--- src/rtl/tiny_mem_pkg.sv ---
// Shared definitions for the TinyRAM memory-side blocks.
// Holds the arbiter state encoding and default RAM geometry.
package tiny_mem_pkg;

    typedef enum logic [1:0] {
        IDLE   = 2'd0,
        ACCESS = 2'd1,
        RESP   = 2'd2
    } arb_state_t;

    localparam int unsigned TINY_ADDR_W = 8;
    localparam int unsigned TINY_DATA_W = 8;

endpackage

--- src/rtl/tiny_rr_pick.sv ---
// Combinational round-robin picker: searches req starting at last+1 (mod N_REQ)
// and returns the first set bit as a one-hot winner plus its index.
module tiny_rr_pick #(
    parameter int unsigned N_REQ = 2
) (
    input  logic [N_REQ-1:0]         req,
    input  logic [$clog2(N_REQ)-1:0] last,
    output logic [N_REQ-1:0]         winner,
    output logic [$clog2(N_REQ)-1:0] idx
);

    localparam int unsigned IDX_W = $clog2(N_REQ);

    logic                    found;
    int unsigned             cand;
    logic [IDX_W-1:0]        cand_idx;

    always_comb begin
        winner   = '0;
        idx      = '0;
        found    = 1'b0;
        cand     = 0;
        cand_idx = '0;
        for (int unsigned off = 1; off <= N_REQ; off++) begin
            cand     = (32'(last) + off) % N_REQ;
            cand_idx = IDX_W'(cand);
            if (!found && req[cand_idx]) begin
                found  = 1'b1;
                winner = N_REQ'(1) << cand;
                idx    = cand_idx;
            end
        end
    end

endmodule

--- src/rtl/tiny_ram_arbiter.sv ---
// Round-robin arbiter sharing the single-port TinyRAM between N_REQ masters.
// Each transaction takes IDLE -> ACCESS (one RAM strobe cycle) -> RESP (ack).
module tiny_ram_arbiter
    import tiny_mem_pkg::*;
#(
    parameter int unsigned N_REQ  = 2,
    parameter int unsigned ADDR_W = TINY_ADDR_W,
    parameter int unsigned DATA_W = TINY_DATA_W
) (
    input  logic                      clk,
    input  logic                      rst,
    input  logic [N_REQ-1:0]          req,
    input  logic [N_REQ-1:0]          we,
    input  logic [N_REQ*ADDR_W-1:0]   addr,
    input  logic [N_REQ*DATA_W-1:0]   wdata,
    output logic [N_REQ-1:0]          ack,
    output logic [DATA_W-1:0]         rdata,
    output logic [N_REQ-1:0]          gnt,
    output logic                      ram_read,
    output logic                      ram_write,
    output logic [ADDR_W-1:0]         ram_addr,
    output logic [DATA_W-1:0]         ram_wdata,
    input  logic [DATA_W-1:0]         ram_rdata
);

    localparam int unsigned IDX_W = $clog2(N_REQ);

    arb_state_t         state_q, state_d;
    logic [N_REQ-1:0]   gnt_q, gnt_d;
    logic [N_REQ-1:0]   ack_q, ack_d;
    logic               we_q, we_d;
    logic [ADDR_W-1:0]  addr_q, addr_d;
    logic [DATA_W-1:0]  wdata_q, wdata_d;
    logic [DATA_W-1:0]  rdata_q, rdata_d;
    logic [IDX_W-1:0]   last_q, last_d;

    logic [N_REQ-1:0]   pick_onehot;
    logic [IDX_W-1:0]   pick_idx;

    tiny_rr_pick #(
        .N_REQ (N_REQ)
    ) u_pick (
        .req    (req),
        .last   (last_q),
        .winner (pick_onehot),
        .idx    (pick_idx)
    );

    always_comb begin
        state_d = state_q;
        gnt_d   = gnt_q;
        ack_d   = '0;
        we_d    = we_q;
        addr_d  = addr_q;
        wdata_d = wdata_q;
        rdata_d = rdata_q;
        last_d  = last_q;
        case (state_q)
            IDLE: begin
                if (|req) begin
                    gnt_d   = pick_onehot;
                    we_d    = we[pick_idx];
                    addr_d  = addr[pick_idx*ADDR_W +: ADDR_W];
                    wdata_d = wdata[pick_idx*DATA_W +: DATA_W];
                    last_d  = pick_idx;
                    state_d = ACCESS;
                end
            end
            ACCESS: begin
                if (!we_q) begin
                    rdata_d = ram_rdata;
                end
                ack_d   = gnt_q;
                state_d = RESP;
            end
            RESP: begin
                gnt_d   = '0;
                state_d = IDLE;
            end
            default: begin
                gnt_d   = '0;
                state_d = IDLE;
            end
        endcase
    end

    always_ff @(posedge clk) begin
        if (rst) begin
            state_q <= IDLE;
            gnt_q   <= '0;
            ack_q   <= '0;
            we_q    <= 1'b0;
            addr_q  <= '0;
            wdata_q <= '0;
            rdata_q <= '0;
            last_q  <= IDX_W'(N_REQ - 1);
        end else begin
            state_q <= state_d;
            gnt_q   <= gnt_d;
            ack_q   <= ack_d;
            we_q    <= we_d;
            addr_q  <= addr_d;
            wdata_q <= wdata_d;
            rdata_q <= rdata_d;
            last_q  <= last_d;
        end
    end

    // Strobes are gated by rst directly so a reset during ACCESS aborts the write.
    assign ram_read  = (state_q == ACCESS) && !we_q && !rst;
    assign ram_write = (state_q == ACCESS) &&  we_q && !rst;
    assign ram_addr  = addr_q;
    assign ram_wdata = wdata_q;
    assign ack       = ack_q;
    assign gnt       = gnt_q;
    assign rdata     = rdata_q;

endmodule

--- config.mk ---
export PLATFORM = sky130hd
export DESIGN_NAME = tiny_ram_arbiter
export DESIGN_NICKNAME = d
export VERILOG_FILES = /design/src/rtl/tiny_mem_pkg.sv /design/src/rtl/tiny_rr_pick.sv /design/src/rtl/tiny_ram_arbiter.sv
export SDC_FILE = /design/constraint.sdc
export NUM_CORES = 1
export LEC_CHECK = 0
export ABC_AREA = 1
export CORE_MARGIN = 2
export CORE_UTILIZATION = 45
export CTS_BUF_LIST = sky130_fd_sc_hd__clkbuf_8
export DETAILED_ROUTE_END_ITERATION = 10
export GPL_TIMING_DRIVEN = 0
export PLACE_DENSITY = 0.88
export SLEW_MARGIN = 10
export SYNTH_ARGS = -nofsm -noshare
export SYNTH_HDL_FRONTEND = slang
export SYNTH_SLANG_ARGS = --single-unit
--- constraint.sdc ---
create_clock -name clk -period 2.35 [get_ports clk]
set_input_delay 0.705 -clock clk [delete_from_list [all_inputs] [get_ports clk]]
set_output_delay 0.705 -clock clk [all_outputs]
set_load 0.01 [all_outputs]
==> metrics.md <==
| Metric | Value |
|---|---|
| Fin area | `between 2000 and 2500 um2` |
| Grt total ovfl | `0` |
| EDFF count, synth | `0` |
| CTS tree | `done` |
| Pwr dens | `630 nW/um2` |
| Starting Density | `~47%` |
| Data arrival, critical path | `1.54 ns` |
| Final ANT Viol Nets | `0` |
| NumNets Final | `344` |
| CP cell instances | `dlygate4sd2_1 > nor2_2 > inv_1 > nor2_1 > clkdlybuf4s15_2` |
| # fillers | `about 270` |
| Post-synth top flop | `dfxtp_1` |
| Worst Hold Class | `reg -> reg` |
| Initial antenna violation count | `0` |
| Cell Area, Synth | `1560 um2` |
| Syn nets | `262` |
| Area share of the leading cell type in the synthesized netlist | `41.2%` |
| Count of final setup violators | `0` |
| Unrepaired setup endpoints after global routing | `false` |
| # rows | `21` |
| Pwr Total | `~1.6 mW` |
| Delay of the slowest cell on the worst path | `between 0.2 and 0.3 ns` |
| Max stage delay cell, worst path | `dlygate4sd2_1` |
| Max-cap viol count | `0` |
| Slew HR | `between 70% and 80%` |
| Ys Warns | `0` |
| Final Skew | `0.00439 ns` |
| Total Wirelength | `just over 4 mm` |
| Clock latency on the worst-skew pair | `0.28 ns` |
| Crit path buf inv count | `3` |
| Setup crit start kind | `input pin` |
| Fmax | `0.445 GHz` |
| Clk root buf | `clkbuf_8` |
| Gpl congestion | `0.735` |
| Fin. Hold Viols | `0` |
| TNS Setup | `0 ns` |
| H-tree Lvls | `2` |
| Minimum clock period | `2.25 ns` |
| Final cell count without fillers | `345` |
| Worst setup path class | `in -> out` |
| Crit-path leading delay family | `buffers and inverters` |
| Sequential element share of the synthesized area | `41.2%` |
| Share of cells above drive strength 1 | `10.0%` |
| Final Util | `74.4%` |
| Cell count after synthesis | `216` |
| Total track usage | `between 20% and 30%` |
| Distinct cells, synth | `20` |
| Most common library cells after synthesis | `nand2_1, inv_1, dfxtp_1, nand3_1, a21oi_1` |
| Drt drc | `0` |
| Total I/O pin count | `76` |
| Vias per inst | `around 4.7` |
| Setup WS post-layout | `0.102 ns` |
| Placed Area | `between 2000 and 2500 um2` |
| Die W | `62.8 um` |
| Tcrit/Tclk final | `a little over nine tenths` |
| Worst-Margin Slew | `0.369 ns` |
| Hold WS | `0.450 ns` |
| Area contributors post-synth | `dfxtp_1, nand2_1, nand3_1` |
| Wirelength per Cell | `11.7 um` |
| Pre-CTS WS | `-0.604 ns` |
| Leading area contributor after synthesis | `dfxtp_1` |
| Critical path endpoint category | `output port` |
| Critical path required time | `1.64 ns` |
| Die area | `3950 um2` |
| Most frequent cell after synthesis | `nand2_1` |
| Final max-slew violation count | `0` |
| Clock buffer depth | `2` |
| Global-route wire length before repair | `6.64 mm` |
| Async set or reset register ratio after synthesis | `0%` |
| #FFs+latches synth | `32` |
| Avg Inst Size Synth | `between 7 and 8 um2` |
| Cells after DPL | `around 340` |
| N_diodes | `0` |
| Status | `completed` |
| Worst-path fanout max | `4` |
| Die Span Y | `around 63 um` |
| CTS Buf Count | `5` |
| Vias | `1,622` |
| Initial DRC count | `89` |
| Max VDD drop | `between 0.0003 and 0.0004 V` |
| Number of detailed-route iterations in the first pass | `4` |
| Vias in the first global route | `around 1,600` |
| Clk sinks | `32` |
| DPL Wire Length | `2.96 mm` |
| Area growth, synth to finish | `59.5%` |
| Core area | `3340 um2` |
| Worst-path clk slew | `approximately 0.060 ns` |
| Lkg Pwr | `about 1.1 nW` |
| Port Buffers | `75` |
| Largest net degree at the start of global routing | `19` |
[repair_timing]
action,4_1_cts,5_1_grt
endpoints found under the setup margin,2,0
hold buffers,0,0
resized for setup,8,0
buffers inserted,1,0
endpoints found under the hold margin,0,0
[state kept, by name (all words and copies together) (netlist names)]
signal / cells
ram_addr: 8
ram_wdata: 8
rdata: 8
ack: 2
gnt: 2
state_q: 2
last_q: 1
we_q: 1
[final timing paths]
check	start	to	slack [ns]	cells after the start
setup / recovery	rst	ram_write	0.10	5
hold / removal	gnt[0]	ack[0]	0.45	2
setup reg to reg	last_q	last_q	1.13	6
hold reg to reg	gnt[0]	ack[0]	0.45	2
[area by class of cell]
| class | instances | area [um2] | area share [%] |
|---|---|---|---|
| timing repair buffer | 76 | 757 | 30.5 |
| clock inverter | 3 | 38.8 | 1.56 |
| clock buffer | 5 | 68.8 | 2.77 |
| sequential | 32 | 641 | 25.8 |
| multi-input combinational | 132 | 651 | 26.2 |
| inverter | 44 | 170 | 6.85 |
| buffer | 7 | 98.8 | 3.98 |
| tap | 46 | 57.6 | 2.32 |
[per-layer routing]
metal	routed length, um	vias to the layer above	GRT usage, %
li1	-	834	-
met3	233	7	5.95
met2	1990	52	37.4
met5	0	-	0
met1	1730	729	23.9
met4	77	0	10.3
[cell families after synthesis]
kind of cell	count (synthesis)	share of synthesized area, %
flip-flops	32	41.2
AO/OA/AOI/OAI	29	9.32
AND/OR/NAND/NOR	103	32.3
buffers and inverters	52	17.2
[placed cells by master (no fill, tap or decap), drive strengths merged]
| cell type | n |
|---|---|
| nand2 | 58 |
| nor2 | 7 |
| inv | 44 |
| o21ai | 2 |
| clkbuf | 7 |
| clkdlybuf4s50 | 72 |
| clkinv | 2 |
| nand3 | 38 |
| buf | 5 |
| dlygate4sd1 | 1 |
| clkdlybuf4s15 | 1 |
| a21oi | 27 |
| bufinv | 1 |
| dlygate4sd2 | 2 |
| dfxtp | 32 |
[worst register-to-register path: cells and delay by family, from the launching register on]
family / cells / cell delay [ns]
flip-flops: 1 / 0.31
AND/OR/NAND/NOR: 2 / 0.35
AO/OA/AOI/OAI: 2 / 0.22
buffers and inverters: 2 / 0.23
[report_power, final]
group / internal, mW / switching [mW] / leakage (nW)
Sequential: 0.595 / 0.0267 / 0.264
Combinational: 0.235 / 0.199 / 0.815
Clock: 0.310 / 0.197 / 0.0593
Note: power is estimated with default switching activity, not from simulation.
